==> src/rtl/exec_monitor_pkg.sv <==
// Shared definitions for the execution monitor: FSM states, halt-reason
// codes and RV32 major opcodes (also used by the core's control decoder).
package exec_monitor_pkg;

  typedef enum logic [1:0] {
    ST_IDLE = 2'd0,
    ST_RUN  = 2'd1,
    ST_DONE = 2'd2
  } state_t;

  localparam logic [1:0] REASON_NONE  = 2'd0;
  localparam logic [1:0] REASON_HALT  = 2'd1;
  localparam logic [1:0] REASON_LIMIT = 2'd2;

  localparam logic [6:0] OPC_R      = 7'b0110011;
  localparam logic [6:0] OPC_I      = 7'b0010011;
  localparam logic [6:0] OPC_LOAD   = 7'b0000011;
  localparam logic [6:0] OPC_STORE  = 7'b0100011;
  localparam logic [6:0] OPC_BRANCH = 7'b1100011;

  typedef enum logic [2:0] {
    CLS_R      = 3'd0,
    CLS_I      = 3'd1,
    CLS_LOAD   = 3'd2,
    CLS_STORE  = 3'd3,
    CLS_BRANCH = 3'd4,
    CLS_OTHER  = 3'd5
  } instr_class_t;

  // Map a major opcode onto exactly one instruction class.
  function automatic instr_class_t classify(input logic [6:0] opc);
    instr_class_t cls;
    case (opc)
      OPC_R:      cls = CLS_R;
      OPC_I:      cls = CLS_I;
      OPC_LOAD:   cls = CLS_LOAD;
      OPC_STORE:  cls = CLS_STORE;
      OPC_BRANCH: cls = CLS_BRANCH;
      default:    cls = CLS_OTHER;
    endcase
    return cls;
  endfunction

endpackage

==> src/rtl/exec_monitor_trace_buffer.sv <==
// Circular trace of {pc, instr} pairs with a saturating valid count and
// newest-relative combinational read (index 0 = most recent write).
module trace_buffer #(
  parameter int XLEN  = 32,
  parameter int DEPTH = 8,
  localparam int AW   = $clog2(DEPTH)
) (
  input  logic            clk,
  input  logic            reset,
  input  logic            clr,
  input  logic            wr_en,
  input  logic [XLEN-1:0] wr_pc,
  input  logic [31:0]     wr_instr,
  input  logic [AW-1:0]   rd_idx,
  output logic [AW:0]     count,
  output logic [XLEN-1:0] rd_pc,
  output logic [31:0]     rd_instr
);

  logic [XLEN+31:0] mem [DEPTH];
  logic [AW-1:0]    wr_ptr;
  logic [AW-1:0]    rd_addr;
  logic             rd_valid;

  // Storage array: contents need no reset, validity is tracked by count.
  always_ff @(posedge clk) begin
    if (wr_en) mem[wr_ptr] <= {wr_pc, wr_instr};
  end

  // Write pointer wraps naturally (DEPTH is a power of two); count saturates.
  always_ff @(posedge clk or negedge reset) begin
    if (!reset) begin
      wr_ptr <= '0;
      count  <= '0;
    end else if (clr) begin
      wr_ptr <= '0;
      count  <= '0;
    end else if (wr_en) begin
      wr_ptr <= wr_ptr + 1'b1;
      if (count != (AW+1)'(DEPTH)) count <= count + 1'b1;
    end
  end

  // Newest-relative lookup; entries beyond the valid count read as zero.
  always_comb begin
    rd_addr  = wr_ptr - AW'(1) - rd_idx;
    rd_valid = ({1'b0, rd_idx} < count);
    rd_pc    = '0;
    rd_instr = '0;
    if (rd_valid) begin
      rd_pc    = mem[rd_addr][XLEN+31:32];
      rd_instr = mem[rd_addr][31:0];
    end
  end

endmodule

==> src/rtl/exec_monitor.sv <==
// Execution monitor: samples the sequential core each RUN cycle, keeps
// saturating statistics, detects halt / cycle-limit and records a PC trace.
module exec_monitor
  import exec_monitor_pkg::*;
#(
  parameter int          XLEN        = 32,
  parameter int          MAX_CYCLES  = 50,
  parameter int          TRACE_DEPTH = 8,
  parameter logic [31:0] HALT_INSTR  = 32'h00000000,
  parameter int          CNT_W       = 16
) (
  input  logic                           clk,
  input  logic                           reset,
  input  logic                           start,
  input  logic [XLEN-1:0]                pc_in,
  input  logic [31:0]                    instr_in,
  input  logic [XLEN-1:0]                alu_in,
  input  logic                           reg_write_en,
  input  logic                           mem_write,
  input  logic                           branch,
  output logic                           running,
  output logic                           done,
  output logic [1:0]                     halt_reason,
  output logic [CNT_W-1:0]               cycle_count,
  output logic [CNT_W-1:0]               cnt_r,
  output logic [CNT_W-1:0]               cnt_i,
  output logic [CNT_W-1:0]               cnt_load,
  output logic [CNT_W-1:0]               cnt_store,
  output logic [CNT_W-1:0]               cnt_branch,
  output logic [CNT_W-1:0]               cnt_other,
  output logic [CNT_W-1:0]               cnt_reg_wr,
  output logic [CNT_W-1:0]               cnt_mem_wr,
  output logic [XLEN-1:0]                last_alu,
  output logic [$clog2(TRACE_DEPTH):0]   trace_count,
  input  logic [$clog2(TRACE_DEPTH)-1:0] trace_rd_idx,
  output logic [XLEN-1:0]                trace_rd_pc,
  output logic [31:0]                    trace_rd_instr
);

  state_t           state, state_nxt;
  logic             sample;
  logic             clr;
  logic             is_halt;
  logic             at_limit;
  logic [CNT_W-1:0] cyc_inc;
  instr_class_t     cls;
  logic             unused_branch;

  // Counters stick at all-ones rather than wrapping.
  function automatic logic [CNT_W-1:0] sat_inc(input logic [CNT_W-1:0] v);
    return (&v) ? v : v + 1'b1;
  endfunction

  // The branch strobe is part of the core interface but is not counted.
  assign unused_branch = branch;

  assign sample   = (state == ST_RUN);
  assign clr      = start && (state != ST_RUN);
  assign is_halt  = (instr_in == HALT_INSTR);
  assign cyc_inc  = sat_inc(cycle_count);
  assign at_limit = (cyc_inc == CNT_W'(MAX_CYCLES));
  assign cls      = classify(instr_in[6:0]);
  assign running  = (state == ST_RUN);
  assign done     = (state == ST_DONE);

  // FSM state register.
  always_ff @(posedge clk or negedge reset) begin
    if (!reset) state <= ST_IDLE;
    else        state <= state_nxt;
  end

  // Next-state: start leaves IDLE/DONE; halt or cycle limit ends a run.
  always_comb begin
    state_nxt = state;
    case (state)
      ST_IDLE, ST_DONE: if (start) state_nxt = ST_RUN;
      ST_RUN:           if (is_halt || at_limit) state_nxt = ST_DONE;
      default:          state_nxt = ST_IDLE;
    endcase
  end

  // Per-run statistics: cleared by an accepted start, updated each RUN cycle.
  always_ff @(posedge clk or negedge reset) begin
    if (!reset) begin
      halt_reason <= REASON_NONE;
      cycle_count <= '0;
      cnt_r       <= '0;
      cnt_i       <= '0;
      cnt_load    <= '0;
      cnt_store   <= '0;
      cnt_branch  <= '0;
      cnt_other   <= '0;
      cnt_reg_wr  <= '0;
      cnt_mem_wr  <= '0;
      last_alu    <= '0;
    end else if (clr) begin
      halt_reason <= REASON_NONE;
      cycle_count <= '0;
      cnt_r       <= '0;
      cnt_i       <= '0;
      cnt_load    <= '0;
      cnt_store   <= '0;
      cnt_branch  <= '0;
      cnt_other   <= '0;
      cnt_reg_wr  <= '0;
      cnt_mem_wr  <= '0;
      last_alu    <= '0;
    end else if (sample) begin
      cycle_count <= cyc_inc;
      last_alu    <= alu_in;
      case (cls)
        CLS_R:      cnt_r      <= sat_inc(cnt_r);
        CLS_I:      cnt_i      <= sat_inc(cnt_i);
        CLS_LOAD:   cnt_load   <= sat_inc(cnt_load);
        CLS_STORE:  cnt_store  <= sat_inc(cnt_store);
        CLS_BRANCH: cnt_branch <= sat_inc(cnt_branch);
        default:    cnt_other  <= sat_inc(cnt_other);
      endcase
      if (reg_write_en) cnt_reg_wr <= sat_inc(cnt_reg_wr);
      if (mem_write)    cnt_mem_wr <= sat_inc(cnt_mem_wr);
      // Halt instruction takes priority over the cycle limit.
      if (is_halt)       halt_reason <= REASON_HALT;
      else if (at_limit) halt_reason <= REASON_LIMIT;
    end
  end

  trace_buffer #(
    .XLEN  (XLEN),
    .DEPTH (TRACE_DEPTH)
  ) u_trace (
    .clk      (clk),
    .reset    (reset),
    .clr      (clr),
    .wr_en    (sample),
    .wr_pc    (pc_in),
    .wr_instr (instr_in),
    .rd_idx   (trace_rd_idx),
    .count    (trace_count),
    .rd_pc    (trace_rd_pc),
    .rd_instr (trace_rd_instr)
  );

endmodule

==> config.mk <==
export PLATFORM = sky130hd
export DESIGN_NAME = exec_monitor
export DESIGN_NICKNAME = d
export VERILOG_FILES = /design/src/rtl/exec_monitor_pkg.sv /design/src/rtl/exec_monitor_trace_buffer.sv /design/src/rtl/exec_monitor.sv
export SDC_FILE = /design/constraint.sdc
export NUM_CORES = 1
export LEC_CHECK = 0
export BUFFER_PORTS_ARGS = -buffer_cell sky130_fd_sc_hd__buf_4
export CAP_MARGIN = 20
export CELL_PAD_IN_SITES_DETAIL_PLACEMENT = 0
export CELL_PAD_IN_SITES_GLOBAL_PLACEMENT = 1
export CORE_MARGIN = 2
export CORE_UTILIZATION = 44
export CTS_CLUSTER_DIAMETER = 30
export DETAILED_ROUTE_END_ITERATION = 7
export GPL_TIMING_DRIVEN = 1
export PLACE_DENSITY = 0.85
export SLEW_MARGIN = 5
export SYNTH_ARGS = -nofsm -noshare
export SYNTH_HDL_FRONTEND = slang
export SYNTH_SLANG_ARGS = --single-unit
==> constraint.sdc <==
create_clock -name clk -period 7.65 [get_ports clk]
set_input_delay 2.295 -clock clk [delete_from_list [all_inputs] [get_ports clk]]
set_output_delay 2.295 -clock clk [all_outputs]
set_load 0.005 [all_outputs]
### Yosys cells after proc, flatten, opt, wreduce, memory -nomap -nowiden

Memory sizes are Yosys's and may differ from the RTL's.
Cells that the tools add are included.

| cells by class | value |
|---|---|
| add/sub/neg operators | 13 |
| order comparisons | 1 |
| equal/unequal tests | 25 |
| muxes and demuxes | 54 |
| reductions and logical operators | 37 |

Operator list:

| operator | count |
|---|---|
| 16-bit 2-to-1 mux | 35 |
| 16-bit by 1-bit adder with 16-bit output (second input constant) | 9 |
| 16-bit AND reduction | 9 |
| 32-bit 2-to-1 mux | 4 |
| 32-bit logical NOT | 1 |
| 3-bit AND reduction | 8 |
| 2-bit inequality test (second input constant) | 9 |
| 2-bit nonzero test | 9 |
| 16-bit by 6-bit == test with 1-bit output (second input constant) | 1 |
| 3-bit one-hot mux with 5 select lines | 1 |
| 7-bit by 6-bit == test with 1-bit output (second input constant) | 2 |
| 2-bit 2-to-1 mux | 6 |
| 4-bit 2-to-1 mux | 3 |
| 7-bit by 2-bit == test with 1-bit output (second input constant) | 1 |
| 7-bit by 5-bit == test with 1-bit output (second input constant) | 1 |
| 7-bit == test (second input constant) | 1 |
| 3-bit by 2-bit == test with 1-bit output (second input constant) | 2 |
| 3-bit 2-to-1 mux | 2 |
| 2-bit by 1-bit inequality test with 1-bit output (second input constant) | 3 |
| 2-bit AND reduction | 3 |
| 5-bit OR reduction | 1 |
| 4-bit by 1-bit adder with 4-bit output (second input constant) | 1 |
| 3-bit by 4-bit < comparator with 1-bit output | 1 |
| 4-bit inequality test (second input constant) | 1 |
| other kinds (15) | 16 |

| storage, ports and cells | value |
|---|---|
| bits in registers | 187 |
| memory bits (writable) | 512 |
| output and inout port bits | 248 |
| logic and storage cells | 145 |
| memories | 1 |

Memory list:

| name | words | width | read ports | clocked after Yosys merged registers in | wr ports | RTL line | text |
|---|---|---|---|---|---|---|---|
| u_trace.mem | 8 | 64 | 1 | 0 | 1 | exec_monitor_trace_buffer.sv:20 | `logic [XLEN+31:0] mem [DEPTH];` |

### Longest topological paths before layout

| logic depth | value |
|---|---|
| word-level depth | 7 |
| gate-level depth with buffers | 10 |
| mapped depth without buffers | 8 |

### Modules after synthesis

Synthesis repeated with hierarchy kept, for this count alone.

| second synthesis, totals | value |
|---|---|
| cells, all modules | 1861 |
| area total of the unflattened synthesis | 29149.2 um2 |

By module, submodules not included:

| module | instances | cells each | area an instance (um2) | seq. area each (um2) |
|---|---|---|---|---|
| trace_buffer | 1 | 876 | 20030.5 | 15549.9 |
| exec_monitor | 1 | 985 | 9118.7 | 4504.3 |

### Worst setup path after synthesis

OpenSTA, ideal clock, no wires.

| timing path | value |
|---|---|
| path type | register -> register |
| start point | register state[1] |
| end point | memory u_trace.mem[0][0] (netlist bit), enable pin |
| arrival time | 7292 ps |
| required time | 7007 ps |
| slack | -285 ps |
| stages on the path, launching flop included | 7 |
| period minus slack after synthesis | 7935 ps |
| cell sequence | dfrtp_1 -> nand2b_1 -> buf_2 -> buf_1 -> clkbuf_1 -> buf_1 -> nor4_1 |

| between the ends | value |
|---|---|
| cells in the longest elaborated chain, start to end | 3 |

Ends and longest elaborated chain:

| item | RTL line | text |
|---|---|---|
| start, declared | exec_monitor.sv:40 | `state_t state, state_nxt;` |
| start signal, assigned | exec_monitor.sv:69 | `else state <= state_nxt;` |
| 2-bit by 1-bit == test with 1-bit output | exec_monitor.sv:57 | `assign sample = (state == ST_RUN);` |
| 1-bit 2-to-1 mux | exec_monitor_trace_buffer.sv:27 | `if (wr_en) mem[wr_ptr] <= {wr_pc, wr_instr};` |
| 1-bit 2-to-1 mux (not written as such) | exec_monitor_trace_buffer.sv:27 |  |
| end, declared | exec_monitor_trace_buffer.sv:20 |  |

Every way passes these cells.

### Worst setup path after layout

| timing path | value |
|---|---|
| start point | input port trace_rd_idx[0] |
| end point | output port trace_rd_pc[31] |

| between the ends | value |
|---|---|
| cells in the longest elaborated chain, start to end | 3 |
| elaborated cells on any way between the ends | 4 |
| those cells by class | add/sub (1); order compare (1); mux (1); memory (1) |

Ends and longest elaborated chain:

| item | RTL line | text |
|---|---|---|
| start, declared | exec_monitor.sv:35 | `input logic [$clog2(TRACE_DEPTH)-1:0] trace_rd_idx,` |
| 3-bit subtractor | exec_monitor_trace_buffer.sv:46 | `rd_addr = wr_ptr - AW'(1) - rd_idx;` |
| memory read 8 x 64 bit | -- |  |
| 32-bit 2-to-1 mux (*) | exec_monitor_trace_buffer.sv:50 | `if (rd_valid) begin` |
| end, declared | exec_monitor.sv:36 | `output logic [XLEN-1:0] trace_rd_pc,` |

Mark *: on every way between the ends. The rest lies on a longest branch, timed or not.

==> flow_results.org <==
** Logic synthesis
- In this run the cell area of the synthesized design comes to between 0.02 and 0.03 sq mm.
- Among all flip-flop cells after synthesis, the most frequent one is edfxtp_1.
- Async SR Flop Fraction :: 0.268
- Yosys warns :: 0
- In this run, synthesis produced a sequential element count of between 600 and 700.
- Of the post-synthesis cell area, the dominant cell type holds 0.535.
- Yosys cell types :: 62
- For this run, the register share of the synthesized area comes to 0.698.
- Cell types occupying the most area after synthesis :: edfxtp_1, dfrtp_1, mux4_2
- Average cell area after synthesis :: 15.0 sq um
- The biggest area contributor in the post-synthesis netlist is edfxtp_1.
- Post-Synthesis Cells :: around 1900
- Counting flops with a built-in enable in the synthesized netlist gives roughly 500.
- Counting every net in the synthesized netlist gives between 2000 and 2500.

** Place
- DP HPWL :: ~43000 um
- Final GP Congestion :: between 0.8 and 0.9
- Port buffering added between 300 and 400 buffers.

** Floorplan
- The floorplan step defined a die boundary enclosing just under 0.07 sq mm.
- Boundary pin count :: 353
- The floorplan has 93 rows.
- Core area :: ~0.064 sq mm
- The die is around 260 um wide.
- The initial utilization of the core area, before any placement, comes to 0.445.
- Measured along the y axis, the die boundary spans ~260 um.

** Final layout
- Relative to the synthesized area, the layout overhead comes to 30.4%.
- After the last flow step, the layout net total stands at between 2000 and 2500.
- In the final layout, the share of cells above drive strength 1 is 0.309.
- The library cell used most frequently in the layout, excluding fill and tap cells, is edfxtp_1.
- Most used cells in the layout excluding fill and tap cells :: edfxtp_1, buf_4, nand2_1

** Clock tree
- Number of sinks on the clock net :: 699
- After clock tree synthesis, the repair step resized 0 gates.
- Number of CTS-inserted buffers :: 140
- After clock tree synthesis, the clock-pin slew on the worst setup and hold paths is about 0.040 ns.
- For the worst-skew pair, the clock arrives at the later sink with an insertion delay of about 0.70 ns.
- TritonCTS built the clock tree.
- Post-CTS timing repair inserted 0 buffers for setup.
- Count of hold buffers inserted by post-cts repair :: 0
- Counting along the longest clock path gives a buffer depth of 3.
- Max H-tree Level :: 4
- The tree is rooted in a clkbuf_16.

** Route
- Via count normalized by instance count :: between 5 and 6
- The final route contains approximately 18000 vias.
- Final routed wirelength across all metal layers :: between 70000 and 80000 um
- The count of nets left with antenna violations once routing finished came out at 0.
- 1st-pass router iterations :: 7
- After detailed routing, the number of remaining DRC violations is 0.
- DRC violation total after the first TritonRoute iteration :: roughly 1300
- Routed WL per cell :: 21.7 um

** Global routing
- Wire length of the first global-routing pass :: between 100000 and 150000 um
- For this run the aggregate overflow at the end of global routing stands at 0.
- Vias in the first global route :: approximately 19000
- Entering global routing, the biggest net connects 72 pins.
- Total track usage :: 0.217
- The initial antenna violation count is 9.

** Timing
- Highest achievable clock rate :: between 100 and 150 MHz
- The number of pins exceeding their max-slew limit in the final report is 0.
- For the pin with the worst max-slew slack, the measured transition is about 1.0 ns.
- Aggregate negative setup slack :: 0 ns
- Final clock skew :: around 0.033 ns
- Setup violations remaining at the end of the flow were counted as 0.
- The worst path needs 7.28 ns of the cycle, external delays included.
- Of the available clock period, the critical path in the final layout requires 0.951.
- Final hold analysis gives a worst-case slack of 0.492 ns.
- Fin. Hold Viols :: 0
- Unrepaired setup endpoints after global routing :: false
- Relative max-transition margin :: 0.316

** Power
- Maximum VDD drop :: ~0.26 mV
- For this design the static power due to leakage is 14.5 nW.
- Power spread over the standard cell area amounts to around 440 mW/mm^2.

** Worst setup path
- R2r setup slk :: 4.24 ns
- Worst reg-to-reg path cell count :: 6
- Data on the critical path arrives at its endpoint at 4.98 ns.
- The worst setup path is captured at an output port.
- In this run the worst path has a maximum fanout of 10.
- Type of the worst setup path :: in -> out
- The worst setup path is launched from an input port.
- For the worst setup path, the data required time is around 5.4 ns.

** Run status
- The run finished with clean final reports.

** Worst hold path
- Along the worst hold path, the cell count comes to 1.
- In this run the worst hold path is classified as reg -> reg.

** Run
- Across the run, the number of max-cap violations was 0.
-- per-stage QoR --
step                      setup WS (ns)  power (W)  utilization  std cells  area [sq um]
after floorplan                    1.21    0.00825            -       1913         28700
after global placement            0.431     0.0103        0.505       3060         32600
after detailed placement          0.378     0.0104        0.505       3060         32600
after CTS                         0.379     0.0166        0.580       3314         37400
after global routing              0.293     0.0172        0.581       3318         37400
final                             0.374     0.0164        0.581       3320         37400
-- synthesized netlist by cell type (3+ instances only) --
| master | number |
|---|---|
| and4_1 | 14 |
| nand2_1 | 262 |
| nor2b_1 | 4 |
| a21oi_1 | 94 |
| edfxtp_1 | 512 |
| or3_1 | 19 |
| and3_1 | 14 |
| nand3_1 | 72 |
| buf_2 | 6 |
| clkbuf_1 | 64 |
| a31oi_1 | 13 |
| mux2i_1 | 8 |
| nor3_1 | 24 |
| xor2_1 | 63 |
| mux4_2 | 128 |
| ha_1 | 15 |
| mux2_2 | 3 |
| dfrtp_1 | 187 |
| o21ai_0 | 51 |
| buf_1 | 18 |
| nor2_1 | 154 |
| o31ai_1 | 3 |
| nand2b_1 | 6 |
| and2_1 | 6 |
| nand4_1 | 49 |
| or4_1 | 4 |
| nor4_1 | 11 |
| a22o_1 | 3 |
| inv_1 | 22 |
| xnor2_1 | 40 |
-- cell families after synthesis --
group,after synthesis,share of synthesized area
AOI/OAI and AO/OA,189,0.0383
xor gates and xnor gates,103,0.0314
adders and majority gates,16,0.00723
buffers and inverters,115,0.0156
DFF,699,0.698
muxes,139,0.104
and+or+nand+nor,652,0.105
-- sequential cells by signal (all words and copies together) (netlist names) --
name	cells
cnt_reg_wr	16
cnt_r	16
halt_reason	2
u_trace.mem	512
state	2
cycle_count	16
cnt_store	16
cnt_branch	16
u_trace.count	4
cnt_i	16
last_alu	32
u_trace.wr_ptr	3
cnt_load	16
cnt_mem_wr	16
cnt_other	16
-- worst max-delay path: stages --
cell and delay [ns]:
buf_4 0.11, inv_1 0.09, ha_4 0.13, inv_1 0.04, fa_4 0.42, xnor2_1 0.49, xor2_4 0.54, buf_4 0.31
nand2_1 0.07, a21oi_1 0.29, buf_4 0.17
-- worst paths after layout --
path,startpoint,end
worst max-delay path,trace_rd_idx[0],trace_rd_pc[31]
worst min register to register,state[0],state[0]
worst min-delay path,state[0],state[0]
max in group asynchronous,reset,last_alu[18]
worst max register to register,state[1],u_trace.mem[3][49]
min in group asynchronous,reset,cnt_branch[0]
-- cell type report --
cell class                      count  area (sq um)
Fill cell                        4936         27000
Sequential cell                   699         20100
Multi-Input combinational cell   1099          8330
Clock buffer                      177          3820
Timing Repair Buffer              384          3040
Tap cell                          855          1070
Clock inverter                     77          1010
Inverter                           24          90.1
Antenna cell                        5          12.5
-- where the power goes --
| group | internal [W] | switching [W] |
|---|---|---|
| Clock | 0.00411 | 0.00198 |
| Combinational | 0.00217 | 0.00272 |
| Sequential | 0.00505 | 0.000351 |
-- metal layers --
metal / wire length, um / GRT usage
met5: 47 / 0
met4: 2090 / 0.0824
met3: 6570 / 0.0761
met2: 36000 / 0.361
met1: 27500 / 0.261
No activity file was read; power rests on OpenSTA's default activity.
